===== src/rtl/loader_pkg.sv =====
// rtl/loader_pkg.sv - shared state encoding and word width for the weight loader
package loader_pkg;

    localparam int WORD_W = 32;

    typedef enum logic [1:0] {
        ST_IDLE    = 2'd0,
        ST_WEIGHTS = 2'd1,
        ST_BIAS    = 2'd2,
        ST_DONE    = 2'd3
    } state_t;

endpackage


===== src/rtl/weight_loader.sv =====
// rtl/weight_loader.sv - streams per-neuron weights (and bias when LOADER_BIAS_EN is defined) to a layer
module weight_loader
    import loader_pkg::*;
#(
    parameter int numWeight  = 784,
    parameter int numNeurons = 30,
    parameter int dataWidth  = 16
) (
    input  logic              clk,
    input  logic              rst,
    input  logic              start,
    input  logic [WORD_W-1:0] cfg_layer,
    input  logic [WORD_W-1:0] s_data,
    input  logic              s_valid,
    output logic              s_ready,
    output logic              weightValid,
    output logic              biasValid,
    output logic [WORD_W-1:0] weightValue,
    output logic [WORD_W-1:0] biasValue,
    output logic [WORD_W-1:0] config_layer_num,
    output logic [WORD_W-1:0] config_neuron_num,
    output logic              busy,
    output logic              done
);

    // A single weight or neuron still needs a one-bit counter, so never let the width reach zero.
    localparam int WCNT_W = (numWeight  > 1) ? $clog2(numWeight)  : 1;
    localparam int NCNT_W = (numNeurons > 1) ? $clog2(numNeurons) : 1;
    localparam logic [WCNT_W-1:0] LAST_WORD   = WCNT_W'(numWeight - 1);
    localparam logic [NCNT_W-1:0] LAST_NEURON = NCNT_W'(numNeurons - 1);

    state_t              r_state;
    state_t              w_next;
    logic [WCNT_W-1:0]   r_word;
    logic [NCNT_W-1:0]   r_neuron;
    logic                w_xfer;
    logic                w_last_word;
    logic                w_last_neuron;
    logic [WORD_W-1:0]   w_word;

    assign w_xfer        = s_valid & s_ready;
    assign w_last_word   = (r_word == LAST_WORD);
    assign w_last_neuron = (r_neuron == LAST_NEURON);

    // Significant low bits and the untouched upper bits are reassembled into the outgoing word.
    generate
        if (dataWidth < WORD_W) begin : g_split
            assign w_word = {s_data[WORD_W-1:dataWidth], s_data[dataWidth-1:0]};
        end else begin : g_full
            assign w_word = s_data;
        end
    endgenerate

    // State register.
    always_ff @(posedge clk or posedge rst) begin
        if (rst) begin
            r_state <= ST_IDLE;
        end else begin
            r_state <= w_next;
        end
    end

    // Next-state decode; start is only honoured from IDLE.
    always_comb begin
        w_next = r_state;
        case (r_state)
            ST_IDLE: begin
                if (start) begin
                    w_next = ST_WEIGHTS;
                end
            end
            ST_WEIGHTS: begin
                if (w_xfer && w_last_word) begin
`ifdef LOADER_BIAS_EN
                    w_next = ST_BIAS;
`else
                    w_next = w_last_neuron ? ST_DONE : ST_WEIGHTS;
`endif
                end
            end
`ifdef LOADER_BIAS_EN
            ST_BIAS: begin
                if (w_xfer) begin
                    w_next = w_last_neuron ? ST_DONE : ST_WEIGHTS;
                end
            end
`endif
            ST_DONE: begin
                w_next = ST_IDLE;
            end
            default: begin
                w_next = ST_IDLE;
            end
        endcase
    end

    // State-decoded handshake and status outputs.
    always_comb begin
        s_ready = 1'b0;
        busy    = 1'b0;
        done    = 1'b0;
        case (r_state)
            ST_WEIGHTS, ST_BIAS: begin
                s_ready = 1'b1;
                busy    = 1'b1;
            end
            ST_DONE: begin
                busy = 1'b1;
                done = 1'b1;
            end
            default: begin
            end
        endcase
    end

    // Word and neuron counters; they only move on an accepted transfer.
    always_ff @(posedge clk or posedge rst) begin
        if (rst) begin
            r_word   <= '0;
            r_neuron <= '0;
        end else begin
            case (r_state)
                ST_IDLE: begin
                    if (start) begin
                        r_word   <= '0;
                        r_neuron <= '0;
                    end
                end
                ST_WEIGHTS: begin
                    if (w_xfer) begin
                        if (w_last_word) begin
                            r_word <= '0;
`ifndef LOADER_BIAS_EN
                            if (!w_last_neuron) begin
                                r_neuron <= r_neuron + NCNT_W'(1);
                            end
`endif
                        end else begin
                            r_word <= r_word + WCNT_W'(1);
                        end
                    end
                end
`ifdef LOADER_BIAS_EN
                ST_BIAS: begin
                    if (w_xfer && !w_last_neuron) begin
                        r_neuron <= r_neuron + NCNT_W'(1);
                    end
                end
`endif
                default: begin
                end
            endcase
        end
    end

    // Output data registers: each pulse carries the neuron number captured with its own transfer.
    always_ff @(posedge clk or posedge rst) begin
        if (rst) begin
            weightValid       <= 1'b0;
            weightValue       <= '0;
            config_layer_num  <= '0;
            config_neuron_num <= '0;
`ifdef LOADER_BIAS_EN
            biasValid         <= 1'b0;
            biasValue         <= '0;
`endif
        end else begin
            weightValid <= 1'b0;
`ifdef LOADER_BIAS_EN
            biasValid   <= 1'b0;
`endif
            if (r_state == ST_IDLE && start) begin
                config_layer_num  <= cfg_layer;
                config_neuron_num <= '0;
            end
            if (r_state == ST_WEIGHTS && w_xfer) begin
                weightValid       <= 1'b1;
                weightValue       <= w_word;
                config_neuron_num <= WORD_W'(r_neuron);
            end
`ifdef LOADER_BIAS_EN
            if (r_state == ST_BIAS && w_xfer) begin
                biasValid         <= 1'b1;
                biasValue         <= w_word;
                config_neuron_num <= WORD_W'(r_neuron);
            end
`endif
        end
    end

`ifndef LOADER_BIAS_EN
    assign biasValid = 1'b0;
    assign biasValue = '0;
`endif

endmodule


===== config.mk =====
export PLATFORM = sky130hd
export DESIGN_NAME = weight_loader
export DESIGN_NICKNAME = d
export VERILOG_FILES = /design/src/rtl/loader_pkg.sv /design/src/rtl/weight_loader.sv
export SDC_FILE = /design/constraint.sdc
export NUM_CORES = 1
export LEC_CHECK = 0
export BUFFER_PORTS_ARGS = -buffer_cell sky130_fd_sc_hd__buf_2
export CAP_MARGIN = 20
export CORE_UTILIZATION = 46
export DETAILED_ROUTE_END_ITERATION = 10
export PLACE_DENSITY = 0.79
export SYNTH_ARGS = -nofsm -noshare
export SYNTH_HDL_FRONTEND = slang
export SYNTH_SLANG_ARGS = --single-unit

===== constraint.sdc =====
create_clock -name clk -period 2.6 [get_ports clk]
set_input_delay 0.13 -clock clk [delete_from_list [all_inputs] [get_ports clk]]
set_output_delay 0.13 -clock clk [all_outputs]
set_load 0.03 [all_outputs]

==> metrics.md, run 1 <==
| Metric | Value |
|---|---|
| CTS Buffer Depth | 2 |
| Number of remaining DRC errors | 0 |
| Largest net degree at the start of global routing | 88 |
| R2r startpoint | r_state[1] |
| Run status | completed |
| Top FF cell, synth | dfrtp_1 |
| Clock Latency Late Sink | 0.34 ns |
| Period utilisation layout | 0.913 |
| Crit Path Class | flop to flop |
| WP data required | 2.82 ns |
| Post-synth top cells | dfrtp_1, mux2_2, buf_4 |
| Min-delay src | s_data[13] |
| Antenna violations before repair | 0 |
| Reg2reg end | r_neuron[3] |
| Sink Count | 87 |
| Hold depth | 2 |
| Inserted Clock Buffers | 9 |
| Max Cap Violations | 0 |
| Clk root buf | clkbuf_8 |
| Synthesized cell area | 4060 µm² |
| Final worst slack | 0.226 ns |
| Setup_tns | 0 ns |
| Post-CTS Hold Buffers | 3 |
| Final #Nets | 540 |
| Number of gates resized after CTS | 0 |
| Total iterations of the first detailed-routing run | 4 |
| DR vias | 2,739 |
| Buffers on Ports | 140 |
| Boundary pin count | 201 |
| Post-Syn Area per Cell | 12.8 µm² |
| VDD IR-drop max | 0.760 mV |
| FFs w/ async S/R, synth | 1.00 |
| Row cnt | 33 |
| Max-slew violation count | 0 |
| Die W | 95.9 µm |
| RSZ-0062 raised after global routing | false |
| Post-synth top area cell | dfrtp_1 |
| Hold Path End | weightValue[13] |
| # setup viols final | 0 |
| Most common cell in the synthesized netlist | dfrtp_1 |
| Worst Setup End Kind | flop |
| Flop2flop setup slack | 0.23 ns |
| Layout cells sized above 1 | 0.490 |
| Worst Setup Start Kind | flop |
| Leakage dissipation | 2.46 nW |
| Worst r2r path cells | 6 |
| PD cells | 1270 nW/µm² |
| Hpwl dp | 5850 µm |
| Synth area leaders | dfrtp_1, mux2_2, buf_4, ha_1, a22o_1 |
| N_diodes | 0 |
| Unique cell type count in the Yosys netlist | 43 |
| Tmin final | 2.37 ns |
| CTS H-tree lvls | 3 |
| Hold Path Class | input pin to flop |
| Layout area overhead | 21.3% |
| Number of synthesized flops with an enable pin | 0 |
| CTS tree | yes |
| Final core utilization | 0.587 |
| Initial DRC count | 81 |
| Vias in the first global route | 2,686 |
| Design area | 4920 µm² |
| Peak Freq | 0.421 GHz |
| Post-route ant nets | 0 |
| Sequential share of the synthesized area | 0.537 |
| Chip height | 95.9 µm |
| GPL Wtd Cong | 0.866 |
| Total gr overflow | 0 |
| CP Max Fanout | 20 |
| GRT Total Usage | 0.177 |
| Initial Util | 0.484 |
| Drt total wl | 7960 µm |
| Die area | 9200 µm² |
| Ys Warns | 0 |
| Pre-CTS WS | 0.287 ns |
| Skew final | 0.00825 ns |
| Worst-path clk slew | 0.09 ns |
| Setup Buffers After CTS | 0 |
| First-pass GRT wire length | 12,400 µm |
| Post-synth top area share | 0.537 |
| Dpl cell area | 4650 µm² |
| Core area | 8380 µm² |
| Vias per cell | 4.76 |
| FF+latch count, synth | 87 |
| Synth Instances | 318 |
| Routed WL per cell | 13.8 µm |
| Final Hold Fails | 0 |
| Crit path DAT | 2.60 ns |
-- sequential cells by signal, indices dropped and copies added, names as in the netlist --
register,flops
config_neuron_num,5
r_state,2
weightValue,32
config_layer_num,32
weightValid,1
r_word,10
r_neuron,5
-- kinds of logic after synthesis --
| kind of cell | count (synthesis) | share of synthesized area |
|---|---|---|
| AO/OA/AOI/OAI | 32 | 0.0568 |
| XOR/XNOR | 3 | 0.00648 |
| adder cells (fa/ha/maj) | 6 | 0.0185 |
| buffers and inverters | 77 | 0.131 |
| flip-flops | 87 | 0.537 |
| multiplexers | 67 | 0.185 |
| other | 1 | 0.000924 |
| AND/OR/NAND/NOR | 45 | 0.0648 |
-- metal layers --
metal / vias to the layer above / GRT usage / part of all wire
met5: - / 0 / 0
met4: 0 / 0.0597 / 0.010
met3: 6 / 0.0632 / 0.077
met2: 131 / 0.305 / 0.53
met1: 1320 / 0.204 / 0.38
li1: 1282 / - / -
-- power breakdown --
group	switching (mW)	leakage [nW]	internal [mW]
Clock	0.481	0.117	0.573
Combinational	1.95	1.28	1.03
Sequential	0.303	1.06	1.91
Total	2.73	2.46	3.51
-- worst max-delay path by stage --
stage / end / depth (start not counted) / from
after global routing: r_neuron[3] / 6 / r_state[1]
after floorplan: config_layer_num[0] / 1 / rst
after detailed placement: r_neuron[3] / 6 / r_state[1]
after CTS: r_neuron[3] / 6 / r_state[1]
after global placement: r_neuron[3] / 5 / r_state[0]
final: r_neuron[3] / 6 / r_state[1]
-- cell usage in the layout, fill, tap and decap left out, types with 2 or more instances in the layout --
cell type,Yosys,routed
nor3_1,3,3
a22o_1,6,6
nor4_1,2,2
and3_1,4,4
buf_2,1,140
xnor2_1,2,2
inv_1,7,6
buf_4,60,3
ha_1,6,6
o31ai_1,5,5
dlygate4sd3_1,0,4
or4_1,4,4
clkbuf_8,0,10
o21ai_0,8,8
clkinv_2,0,2
mux2_2,64,64
clkinv_4,0,2
nand3_1,3,3
nor2_1,5,5
a21oi_1,6,6
bufinv_16,0,2
or3_1,2,2
nand4_1,2,2
dfrtp_1,87,87
mux2i_1,3,3
nand2_1,10,10
conb_1,1,60
-- final cells by class --
| class | instances | area, µm² |
|---|---|---|
| clock buffer | 10 | 138 |
| multi-input combinational | 213 | 1570 |
| inverter | 7 | 27.5 |
| fill | 691 | 3460 |
| tap | 105 | 131 |
| clock inverter | 6 | 91.3 |
| sequential | 87 | 2180 |
| timing repair buffer | 148 | 783 |
-- critical path, stage by stage (launching register included) --
cell and delay [ns]:
dfrtp_1 0.39, inv_1 0.11, ha_1 0.36, nor2_1 0.12
or3_4 0.45, or4_1 0.56, o311ai_1 0.27
-- metrics by stage --
stage	hold slack [ns]	power [mW]	cells
floorplan	0.280	4.48	377
global placement	0.260	5.13	556
detailed placement	0.270	5.21	556
CTS	0.0000772	6.30	575
global route	0.00127	6.59	576
finish	0.0165	6.24	576
Power figures use the tool's default switching activity.
==> inputs of run 2 (changes only) <==
--- a/config.mk
+++ b/config.mk
@@ -7,9 +7,11 @@
 export LEC_CHECK = 0
 export BUFFER_PORTS_ARGS = -buffer_cell sky130_fd_sc_hd__buf_2
 export CAP_MARGIN = 20
-export CORE_UTILIZATION = 46
+export CORE_UTILIZATION = 48
+export CTS_BUF_LIST = sky130_fd_sc_hd__clkbuf_8
 export DETAILED_ROUTE_END_ITERATION = 10
-export PLACE_DENSITY = 0.79
+export HOLD_SLACK_MARGIN = 0.03
+export PLACE_DENSITY = 0.82
 export SYNTH_ARGS = -nofsm -noshare
 export SYNTH_HDL_FRONTEND = slang
 export SYNTH_SLANG_ARGS = --single-unit
==> metrics.md, run 2 (same netlist as run 1, synthesis figures left out) <==
| Metric | Value |
|---|---|
| Layout cells sized above 1 | 0.434 (-0.0565) |
| Total iterations of the first detailed-routing run | 6 (+2) |
| CP Max Fanout | 20 (unchanged) |
| CTS Buffer Depth | 2 (unchanged) |
| Boundary pin count | 201 (unchanged) |
| Leakage dissipation | 2.70 nW (+9.7%) |
| CTS tree | yes |
| RSZ-0062 raised after global routing | false |
| Clock Latency Late Sink | 0.35 ns (about the same) |
| Setup_tns | 0 ns (unchanged) |
| First-pass GRT wire length | 15,800 µm (+28%) |
| PD cells | 1150 nW/µm² (-9.2%) |
| Antenna violations before repair | 0 (unchanged) |
| N_diodes | 0 (unchanged) |
| Power Total | 6.34 mW (+1.5%) |
| Chip height | 93.9 µm (-2.1%) |
| Final #Nets | 599 (+11%) |
| Hold Path Class | input pin to flop |
| Crit Path Class | flop to flop |
| Slew headroom | 0.515 |
| Top Registers | config_layer_num (32), weightValue (32), r_word (10) |
| Max-slew violation count | 0 (unchanged) |
| Layout area overhead | 35.5% |
| Commonest cells after routing, fill and taps aside | buf_2, dfrtp_1, mux2_2, dlygate4sd3_1, conb_1 |
| Vias per cell | 4.94 (+3.9%) |
| Worst-Margin Slew | 0.726 ns |
| Initial Util | 0.494 (+0.00973) |
| Worst Setup Start Kind | flop |
| Largest net degree at the start of global routing | 46 (-48%) |
| Top layer in use | met4 |
| WP data required | 2.85 ns (+0.03 ns) |
| Buffers on Ports | 140 (unchanged) |
| VDD IR-drop max | 0.865 mV (+14%) |
| Met2 wire length | 5520 µm (+31%) |
| Vias in the first global route | 3,250 (+21%) |
| Hpwl dp | 5990 µm (+2.4%) |
| Skew final | 0.0137 ns (+0.00542 ns) |
| Die area | 8820 µm² (-4.1%) |
| Run status | completed |
| Most common cell after layout, fill and taps aside | buf_2 |
| Peak Freq | 0.429 GHz (+1.8%) |
| Metal-1 WL | 3700 µm (+22%) |
| GRT Total Usage | 0.239 (+0.0625) |
| Clk root buf | clkbuf_8 |
| Routed WL per cell | 16.0 µm (+16%) |
| Setup Buffers After CTS | 0 (unchanged) |
| Total gr overflow | 0 (unchanged) |
| Final Hold Fails | 0 (unchanged) |
| DR vias | 3,137 (+15%) |
| Die W | 93.9 µm (-2.1%) |
| CTS H-tree lvls | 3 (unchanged) |
| Period utilisation layout | 0.897 (-0.0165) |
| Worst-path clk slew | 0.09 ns (about the same) |
| Post-route ant nets | 0 (unchanged) |
| Sink Count | 87 (unchanged) |
| Drt total wl | 10,100 µm (+27%) |
| Number of gates resized after CTS | 0 (unchanged) |
| Crit path DAT | 2.58 ns (-0.02 ns) |
| Row cnt | 33 (unchanged) |
| Number of remaining DRC errors | 0 (unchanged) |
| Max Cap Violations | 0 (unchanged) |
| GPL Wtd Cong | 0.891 (+2.9%) |
| # fillers | 563 (-19%) |
| Tmin final | 2.33 ns (-0.0428 ns) |
| Inserted Clock Buffers | 9 (unchanged) |
| Routed length on met3 | 653 µm (+6.7%) |
| Worst Setup End Kind | flop |
| # setup viols final | 0 (unchanged) |
| Core area | 8220 µm² (-2.0%) |
| Initial DRC count | 173 (+110%) |
-- run 2: power breakdown --
group          internal [mW]  total [mW]  switching [mW]
clock                  0.456       0.966           0.510
sequential              1.91        2.25           0.334
combinational           1.09        3.12            2.03
-- run 2: layer usage --
layer | vias up | GRT usage
met5 | - | 0
met4 | 0 | 0.103
met3 | 25 | 0.0672
met2 | 155 | 0.425
met1 | 1555 | 0.266
li1 | 1402 | -
-- run 2: layout make-up --
type	count	area [µm²]	share of cell area
flip-flops and latches	87	2180	0.396
clock buffers	9	124	0.0225
well taps	105	131	0.0239
multi-input cells	213	1570	0.286
inverters	7	27.5	0.00501
repair buffers	207	1390	0.253
clock inverters	7	77.6	0.0141
-- run 2: final timing paths --
| path | start | end | slack [ns] | depth (start not counted) |
|---|---|---|---|---|
| max in group asynchronous | rst | r_word[4] | 1.49 | 4 |
| max | r_state[1] | r_neuron[3] | 0.27 | 6 |
| min in group asynchronous | rst | weightValue[3] | 0.42 | 3 |
| min | s_data[7] | weightValue[7] | 0.06 | 2 |
| min reg2reg | config_layer_num[13] | config_layer_num[13] | 0.51 | 1 |
| max reg2reg | r_state[1] | r_neuron[3] | 0.27 | 6 |
-- run 2: critical path, stage by stage (launching register included) --
cell and delay, ns:
dfrtp_1 0.39, inv_1 0.10, ha_1 0.36, nor2_1 0.13, or3_4 0.45, or4_1 0.57
o311ai_1 0.23
-- run 2: repair_timing --
action                     in CTS  in global routing
setup endpoints to repair       0                  0
hold endpoints to repair      105                  0
hold buffers                   64                  0
-- run 2: per-stage QoR --
step | instance area, µm² | setup WS (ns) | util | cells | hold WS (ns)
floorplan | 4280 | 0.220 | - | 377 | 0.280
global placement | 4650 | 0.391 | 0.566 | 555 | 0.258
detailed placement | 4650 | 0.270 | 0.566 | 555 | 0.267
CTS | 5500 | 0.280 | 0.669 | 635 | 0.0327
global route | 5500 | 0.0860 | 0.669 | 635 | 0.0395
finish | 5500 | 0.269 | 0.669 | 635 | 0.0568
